**src/rtl/stage3_hart_scheduler.sv**
```systemverilog
// stage3_hart_scheduler
// Per-cycle fetch hart scheduler for the multi-hart 3-stage pipeline.
// Tracks per-hart blocked state (miss / WFI) and selects the hart that fetches.
// Policies: mode 0 = round-robin interleave every cycle,
//           mode 1 = switch-on-event, optionally bounded by QUANTUM.
//
// Optional feature macro: STAGE3_HART_SCHED_QUANTUM_EN
//   defined     : mode 1 also switches after QUANTUM consecutive fetch cycles
//   not defined : no quantum counter; mode 1 switches only when current hart is not ready
//
// Ports:
//   CLK          in   clock
//   RST          in   synchronous active-high reset
//   hart_en      in   [NUM_HARTS] static enable mask
//   mode         in   0 = interleave, 1 = switch-on-event
//   block_set    in   [NUM_HARTS] pulse: hart becomes blocked (wins over block_clr)
//   block_clr    in   [NUM_HARTS] pulse: hart becomes unblocked
//   fetch_stall  in   fetch cannot accept this cycle
//   sel_hart     out  [HART_W] registered hart granted fetch
//   sel_valid    out  combinational ready_mask[sel_hart]
//   ready_mask   out  [NUM_HARTS] combinational hart_en & ~blocked
//   switch_pulse out  registered, high on the first cycle a new sel_hart is shown
module stage3_hart_scheduler #(
    parameter int unsigned NUM_HARTS = 4,
    parameter int unsigned HART_W    = (NUM_HARTS > 1) ? $clog2(NUM_HARTS) : 1,
    parameter int unsigned QUANTUM   = 16
) (
    input  logic                 CLK,
    input  logic                 RST,
    input  logic [NUM_HARTS-1:0] hart_en,
    input  logic                 mode,
    input  logic [NUM_HARTS-1:0] block_set,
    input  logic [NUM_HARTS-1:0] block_clr,
    input  logic                 fetch_stall,
    output logic [HART_W-1:0]    sel_hart,
    output logic                 sel_valid,
    output logic [NUM_HARTS-1:0] ready_mask,
    output logic                 switch_pulse
);

    // Elaboration-time parameter range checks
    if (NUM_HARTS < 1 || NUM_HARTS > 16) begin : g_bad_num_harts
        $error("stage3_hart_scheduler: NUM_HARTS out of range 1..16");
    end
    if (QUANTUM < 2 || QUANTUM > 256) begin : g_bad_quantum
        $error("stage3_hart_scheduler: QUANTUM out of range 2..256");
    end

    logic [NUM_HARTS-1:0] blocked;
    logic [NUM_HARTS-1:0] blocked_next;
    logic [HART_W-1:0]    pick;
    logic                 pick_found;
    logic [HART_W-1:0]    cand;
    logic [HART_W-1:0]    sel_next;
    logic                 advance;
    logic                 keep;
    logic                 quantum_ok;

    // Set wins over clear; redundant set/clear naturally have no effect
    assign blocked_next = (blocked & ~block_clr) | block_set;
    assign ready_mask   = hart_en & ~blocked;
    assign sel_valid    = ready_mask[sel_hart];
    // Selection only moves when fetch consumes, or when the current hart cannot fetch
    assign advance      = !fetch_stall || !sel_valid;

`ifdef STAGE3_HART_SCHED_QUANTUM_EN
    localparam int unsigned QCOUNT_W = 8;
    localparam logic [QCOUNT_W:0] QLIMIT = (QCOUNT_W + 1)'(QUANTUM - 1);

    logic [QCOUNT_W-1:0] qcount;

    assign quantum_ok = ({1'b0, qcount} < QLIMIT);

    // Consecutive fetch cycles on the current hart; restarts on any hart change
    always_ff @(posedge CLK) begin
        if (RST) begin
            qcount <= '0;
        end else if (sel_next != sel_hart) begin
            qcount <= '0;
        end else if (sel_valid && !fetch_stall && (qcount != {QCOUNT_W{1'b1}})) begin
            qcount <= qcount + QCOUNT_W'(1);
        end
    end
`else
    assign quantum_ok = 1'b1;
`endif

    // Round-robin search from sel_hart+1, with sel_hart itself checked last
    always_comb begin
        pick       = sel_hart;
        pick_found = 1'b0;
        cand       = '0;
        for (int unsigned k = 1; k <= NUM_HARTS; k++) begin
            cand = HART_W'((32'(sel_hart) + k) % NUM_HARTS);
            if (!pick_found && ready_mask[cand]) begin
                pick       = cand;
                pick_found = 1'b1;
            end
        end
    end

    // Next selection; with no ready hart the current index is held
    always_comb begin
        sel_next = sel_hart;
        keep     = 1'b0;
        if (mode && sel_valid) begin
            keep = quantum_ok;
        end
        if (advance && !keep && pick_found) begin
            sel_next = pick;
        end
    end

    // State registers
    always_ff @(posedge CLK) begin
        if (RST) begin
            blocked      <= '0;
            sel_hart     <= '0;
            switch_pulse <= 1'b0;
        end else begin
            blocked      <= blocked_next;
            sel_hart     <= sel_next;
            switch_pulse <= (sel_next != sel_hart);
        end
    end

endmodule

```
**config.mk**
```make
export PLATFORM = sky130hd
export DESIGN_NAME = stage3_hart_scheduler
export DESIGN_NICKNAME = d
export VERILOG_FILES = /design/src/rtl/stage3_hart_scheduler.sv
export SDC_FILE = /design/constraint.sdc
export NUM_CORES = 1
export LEC_CHECK = 0
export BUFFER_PORTS_ARGS = -buffer_cell sky130_fd_sc_hd__buf_2
export CAP_MARGIN = 30
export CORE_AREA = 2 2 39 41
export DETAILED_ROUTE_END_ITERATION = 10
export DIE_AREA = 0 0 41 43
export GPL_TIMING_DRIVEN = 0
export PLACE_DENSITY = 0.66
export SETUP_SLACK_MARGIN = 0.15
export SLEW_MARGIN = 5
export SYNTH_ARGS = -nofsm -noshare
export SYNTH_HDL_FRONTEND = slang
export SYNTH_SLANG_ARGS = --single-unit
```
**constraint.sdc**
```tcl
create_clock -name CLK -period 2.4 [get_ports CLK]
set_input_delay 0.36 -clock CLK [delete_from_list [all_inputs] [get_ports CLK]]
set_output_delay 0.36 -clock CLK [all_outputs]
set_load 0.01 [all_outputs]
```
==> results of run 1 <==
-- Yosys cell counts (all sizes together), types with 2 or more instances --
master	n
nand2b	4
nor4	2
or4	2
inv	8
o22ai	2
a21oi	8
nor2	7
dfxtp	7
buf	2
-- sequential cells by signal (all words and copies together) (netlist names) --
signal        flops
sel_hart          2
switch_pulse      1
blocked           4
-- how the worst min path moves through the flow --
stage	depth (start not counted)	endpoint	startpoint
floorplan	2	blocked[0]$_SDFF_PP0_	blocked[0]$_SDFF_PP0_
global placement	2	blocked[3]$_SDFF_PP0_	blocked[3]$_SDFF_PP0_
detailed placement	2	blocked[2]$_SDFF_PP0_	blocked[2]$_SDFF_PP0_
CTS	3	blocked[1]$_SDFF_PP0_	block_set[1]
global route	3	blocked[0]$_SDFF_PP0_	block_set[0]
finish	3	blocked[1]$_SDFF_PP0_	block_set[1]
-- per-layer routing --
metal  vias to the layer above  global-route usage, %  part of all wire (%)  wire, microns
li1                        262                      -                     -              -
met1                       244                   19.3                    45            525
met2                        19                   23.4                    46            542
met3                         2                   4.71                   6.8             80
met4                         0                   12.0                   1.6             19
met5                         -                      0                     0              0
-- through the flow --
step	hold WS [ns]	instances	cell area, sq um	utilization [%]	setup WS [ns]
after floorplan	0.452	58	484	-	0.606
after global placement	0.464	96	614	44.4	0.493
after detailed placement	0.473	96	614	44.4	0.475
after CTS	0.304	100	641	46.3	0.543
after global routing	0.329	100	641	46.3	0.467
final	0.311	100	641	46.3	0.554
-- power breakdown --
group / total [mW] / switching, mW / internal (mW)
combinational: 0.223 / 0.117 / 0.106
sequential: 0.157 / 0.0188 / 0.138
clock: 0.109 / 0.0456 / 0.0636
total: 0.489 / 0.182 / 0.307
-- cell type report --
cell class	instances	area, sq um
Buffer	3	20.0
Multi-Input combinational cell	40	294
Timing Repair Buffer	22	110
Fill cell	141	743
Sequential cell	7	140
Tap cell	16	20.0
Inverter	8	30.0
Clock buffer	4	26.3
-- cell families after synthesis --
logic type | count (synthesis)
simple gates | 21
compound gates | 17
buf+inv | 11
flops | 7
mux | 2
-- worst min-delay path, delay by kind of cell --
kind | cells | cell delay, ns
AOI/OAI and AO/OA | 1 | 0.03
and+or+nand+nor | 1 | 0.06
buffers and inverters | 1 | 0.07
==> flow_summary_export.csv, run 1 <==
group,metric,value,unit
status,outcome,"finished clean",
sta,worst_clock_skew,0.00297,ns
detailed_routing,drtAntennaViolNets,0,
pwr,power.density,763,nW/um^2
cts,ctsHoldBuffers,0,
detailed_routing,drtPass1Iterations,6,
cts,cts.clk_slew.worst_paths,0.06,ns
cts,cts_sinks,7,
layout,area_growth,32.3,%
layout,nNetsFinal,101,
yosys,synth_cell_types,28,
flow_run,maxCapViolations,0,
yosys,synthSimpleGateAreaFrac,32.0,%
worst_setup_path,max_stage_delay,0.48,ns
global_routing,grt_use_total,16.2,%
sta,finalMaxSlewViolations,0,
yosys,synth_compound_gate_area_share,21.7,%
worst_setup_path,crit_start,"blocked[1]$_SDFF_PP0_",
worst_setup_path,cp-start-kind,"flop",
cts,cts_buffer_depth,2,
yosys,ys_top_cells_by_area,"dfxtp_1 (29%), nand2b_4 (11%), a21oi_1 (8.3%), nor2_1 (5.4%), mux4_2 (4.7%)",
yosys,postSynthCellCount,58,
sta,fmax,542,MHz
yosys,synth_area_leader_cell,"dfxtp_1",
yosys,ys.flop_type,"dfxtp_1",
layout,drive_gt1_share,44.0,%
sta,fin_crit_sh,76.9,%
yosys,synthAdderAreaFrac,0,%
sta,tns,0,ns
floorplanning,die_h,43,microns
cts,numCtsBuffers,3,
floorplanning,die_w,41,microns
yosys,yosysWarnings,0,
pwr,peakVddDrop,0.401,mV
worst_setup_path,cp.depth,6,
sta,hold_violations,0,
cts,clk_latency,0.25,ns
worst_setup_path,rr_worst_depth,6,
global_routing,grt_pass1_wl,1850,microns
global_routing,grt_pass1_vias,473,
pwr,p_total,0.489,mW
global_routing,overflow,0,
yosys,async_flop_share,0,%
worst_setup_path,r2r-start,"blocked[1]$_SDFF_PP0_",
cts,tritoncts,"built",
sta,rsz0062_at_grt,"no",
floorplanning,start_util,35.0,%
yosys,synth_xor_area_share,0,%
detailed_routing,route.vias.total,527,
layout,final_cell_mix,"buf_2 (23), a21oi_1 (8), nor2_1 (7), dfxtp_1 (7)",
floorplanning,die_area,1760,sq um
yosys,ys_ff_latch,7,
global_routing,antenna_found_initial,0,
floorplanning,fp.coreArea,1380,sq um
global_routing,grt_start_max_net_pins,11,
cts,cts-htree-levels,1,
floorplanning,io_pins,24,
worst_setup_path,path_buf_inv,1,
sta,tightest_slew,0.380,ns
worst_setup_path,critPathTopFamily,"multiplexers",
placement,dp_hpwl,851,microns
detailed_routing,drcViolationCount,0,
sta,setup_viol,0,
worst_setup_path,crit_end,"sel_hart[1]$_SDFF_PP0_",
worst_setup_path,cp.required,2.53,ns
detailed_routing,wl_per_cell,11.7,microns
placement,io_buffer_count,22,
yosys,synth_mux_area_share,6.98,%
floorplanning,rows,14,
worst_setup_path,cpMaxStageDelayCell,"mux4_2",
yosys,synth.net_count,74,
worst_setup_path,path_cells,"nand2b_4 > inv_2 > mux4_2 > o21a_1 > nor4_2 > mux2_1",
layout,layout_commonest_cell,"buf_2",
detailed_routing,drt-initial-drc-count,12,
cts,cts_root_buf,"clkbuf_4",
yosys,syn_area_per_cell,8.35,sq um
yosys,seq_area_frac_synth,28.9,%
yosys,synth_area,484,sq um
pwr,p_leak,0.312,nW
detailed_routing,viasPerCell,5.27,
worst_setup_path,endpoint_kind,"flop",
yosys,synth_top_family_by_area,"simple AND/OR/NAND/NOR gates",
cts,post_cts_resized,0,
worst_setup_path,reg2reg_slack,0.55,ns
worst_setup_path,critical_path_class,"reg -> reg",
yosys,synth_edf_count,0,
yosys,yosysTopAreaCellShare,28.9,%
sta,fin_crit,1.85,ns
sta,max_slew_margin,74.6,%
worst_setup_path,r2r_end,"sel_hart[1]$_SDFF_PP0_",
cts,cts_setup_buffers,0,
placement,gp_congestion,0.733,
layout,antenna_cells,0,
detailed_routing,routed_wl,1170,microns
min_path,hp-class,"in -> reg",
worst_setup_path,crit_fanout,5,
worst_setup_path,critPathArrivalTime,1.98,ns
No activity file was read; power rests on OpenSTA's default activity.
==> run 2, diff against run 1 <==
PLACE_DENSITY = 0.68   (was 0.66)
clock period = 1.5 ns   (was 2.4 ns; I/O delays follow)
==> run 2 against run 1 <==
  * The run now ends with negative setup slack left
  * Total power increased by 80%
  * Setup slack got worse by 0.78 ns
  * Combinational power increased by 98%
  * Core utilization increased by 7.6 points
  * Die area unchanged
  * Sequential cell count unchanged
  * Via count increased by 7.2%
  * Critical endpoint is now sel_valid
  * Largest power group unchanged
  * Highest routed layer unchanged
==> flow_summary_export.csv, run 2 (same netlist as run 1, synthesis figures left out) <==
group,metric,value,unit
cts,cts_root_buf,"clkbuf_4",
floorplanning,die_w,41,microns
cts,cts-htree-levels,1,
worst_setup_path,endpoint_kind,"primary output",
detailed_routing,route.vias.total,565,
floorplanning,die_area,1760,sq um
global_routing,overflow,0,
detailed_routing,routed_wl,1300,microns
worst_setup_path,critical_path_class,"reg -> out",
layout,fill_cells,139,
sta,fmax,578,MHz
placement,dp.cells,96,
layout,regArea,148,sq um
worst_setup_path,reg2reg_slack,-0.22,ns
min_path,worst_hold_path.endpoint,"blocked[2]$_SDFF_PP0_",
layout,final_cell_mix,"buf_2 (21), buf_4 (11), a21oi_1 (8)",
placement,io_buffer_count,22,
cts,clk_latency,0.26,ns
detailed_routing,drt-initial-drc-count,12,
global_routing,grt_pass1_wl,2120,microns
min_path,min_from,"block_set[2]",
layout,layout_commonest_cell,"buf_2",
detailed_routing,viasPerCell,5.14,
layout,antenna_cells,0,
placement,dp_hpwl,842,microns
status,violations,"negative setup slack",
layout,largestRegisters,"blocked x4, sel_hart x2, switch_pulse x1",
min_path,hp-class,"in -> reg",
sta,max_slew_margin,75.8,%
pwr,p_total,0.881,mW
pwr,p_leak,0.365,nW
layout,multiInputGateArea,300,sq um
worst_setup_path,r2r-start,"blocked[3]$_SDFF_PP0_",
sta,finalMaxSlewViolations,0,
layout,stdcell_count,110,
detailed_routing,drcViolationCount,0,
placement,gp_congestion,0.751,
worst_setup_path,r2r_end,"sel_hart[1]$_SDFF_PP0_",
cts,ctsHoldBuffers,0,
cts,tritoncts,"built",
flow_run,maxCapViolations,0,
floorplanning,fp.coreArea,1380,sq um
global_routing,grt_start_max_net_pins,11,
floorplanning,die_h,43,microns
pwr,peakVddDrop,0.580,mV
layout,nNetsFinal,111,
worst_setup_path,crit_fanout,5,
layout,area_growth,54.0,%
layout,largest_reg_flops,4,
pwr,power.density,1180,nW/um^2
sta,fin_crit_sh,115,%
global_routing,grt_pass1_vias,517,
sta,tightest_slew,0.363,ns
cts,numCtsBuffers,3,
status,outcome,"finished, violations left",
floorplanning,io_pins,24,
worst_setup_path,critPathArrivalTime,1.50,ns
detailed_routing,drtPass1Iterations,4,
sta,hold_violations,0,
cts,cts_sinks,7,
detailed_routing,wl_per_cell,11.8,microns
worst_setup_path,cp-start-kind,"flop",
min_path,holdPathStages,3,
sta,rsz0062_at_grt,"yes",
detailed_routing,drtAntennaViolNets,0,
sta,setup_ws,-0.230,ns
worst_setup_path,cp.required,1.27,ns
cts,cts.clk_slew.worst_paths,0.06,ns
floorplanning,rows,14,
layout,top_register,"blocked",
global_routing,grt_use_total,18.4,%
floorplanning,start_util,35.0,%
sta,setup_viol,2,
sta,worst_clock_skew,0.00469,ns
worst_setup_path,rr_worst_depth,6,
layout,drive_gt1_share,57.4,%
cts,cts_buffer_depth,2,
sta,fin_crit,1.73,ns
global_routing,antenna_found_initial,0,
[run 2: metrics by stage]
| step | utilization [%] | hold WS [ns] | setup TNS (ns) | setup WS (ns) | instance area (sq um) |
|---|---|---|---|---|---|
| after floorplan | - | 0.342 | -0.247 | -0.247 | 492 |
| after global placement | 44.9 | 0.428 | -0.275 | -0.266 | 622 |
| after detailed placement | 44.9 | 0.446 | -0.305 | -0.274 | 622 |
| after CTS | 53.3 | 0.176 | -0.446 | -0.226 | 737 |
| after global routing | 53.9 | 0.177 | -0.568 | -0.279 | 746 |
| final | 53.9 | 0.168 | -0.451 | -0.230 | 746 |
[run 2: per-layer routing]
metal	up-vias	part of all wire [%]	global-route usage, %
met5	-	0	0
met2	22	47	25.6
met4	0	4.9	20.0
li1	282	-	-
met1	254	43	21.2
met3	7	5.4	3.14
[run 2: what timing repair did]
item / 4_1_cts / 5_1_grt
pin swaps: 1 / 0
setup buffers: 9 / 1
endpoints found under the setup margin: 3 / 3
gates resized for setup: 7 / 1
[run 2: critical path: stages, from the launching register on]
cell and delay (ns):
dfxtp_2 0.32, nand2b_4 0.14, inv_4 0.05, mux4_2 0.48
buf_4 0.16, buf_6 0.11
[run 2: worst max path at each step]
stage	startpoint	end	slack, ns	depth (start not counted)
detailed placement	blocked[1]$_SDFF_PP0_	sel_hart[1]$_SDFF_PP0_	-0.27	6
floorplan	sel_hart[0]$_SDFF_PP0_	sel_hart[1]$_SDFF_PP0_	-0.25	5
finish	blocked[3]$_SDFF_PP0_	sel_valid	-0.23	5
global route	blocked[3]$_SDFF_PP0_	sel_valid	-0.28	5
CTS	blocked[3]$_SDFF_PP0_	sel_hart[1]$_SDFF_PP0_	-0.23	6
global placement	blocked[3]$_SDFF_PP0_	sel_hart[1]$_SDFF_PP0_	-0.27	6
[run 2: layout make-up]
class	instances	share of cell area, %
sequential	7	19.8
inverter	8	5.03
tap	16	2.68
multi-input combinational	40	40.3
clock buffer	4	3.52
buffer	3	3.02
timing repair buffer	32	25.7
[run 2: power by group]
part	total [mW]	internal, mW	switching (mW)
clock	0.184	0.102	0.0814
combinational	0.441	0.236	0.206
sequential	0.256	0.226	0.0297
total	0.881	0.564	0.317
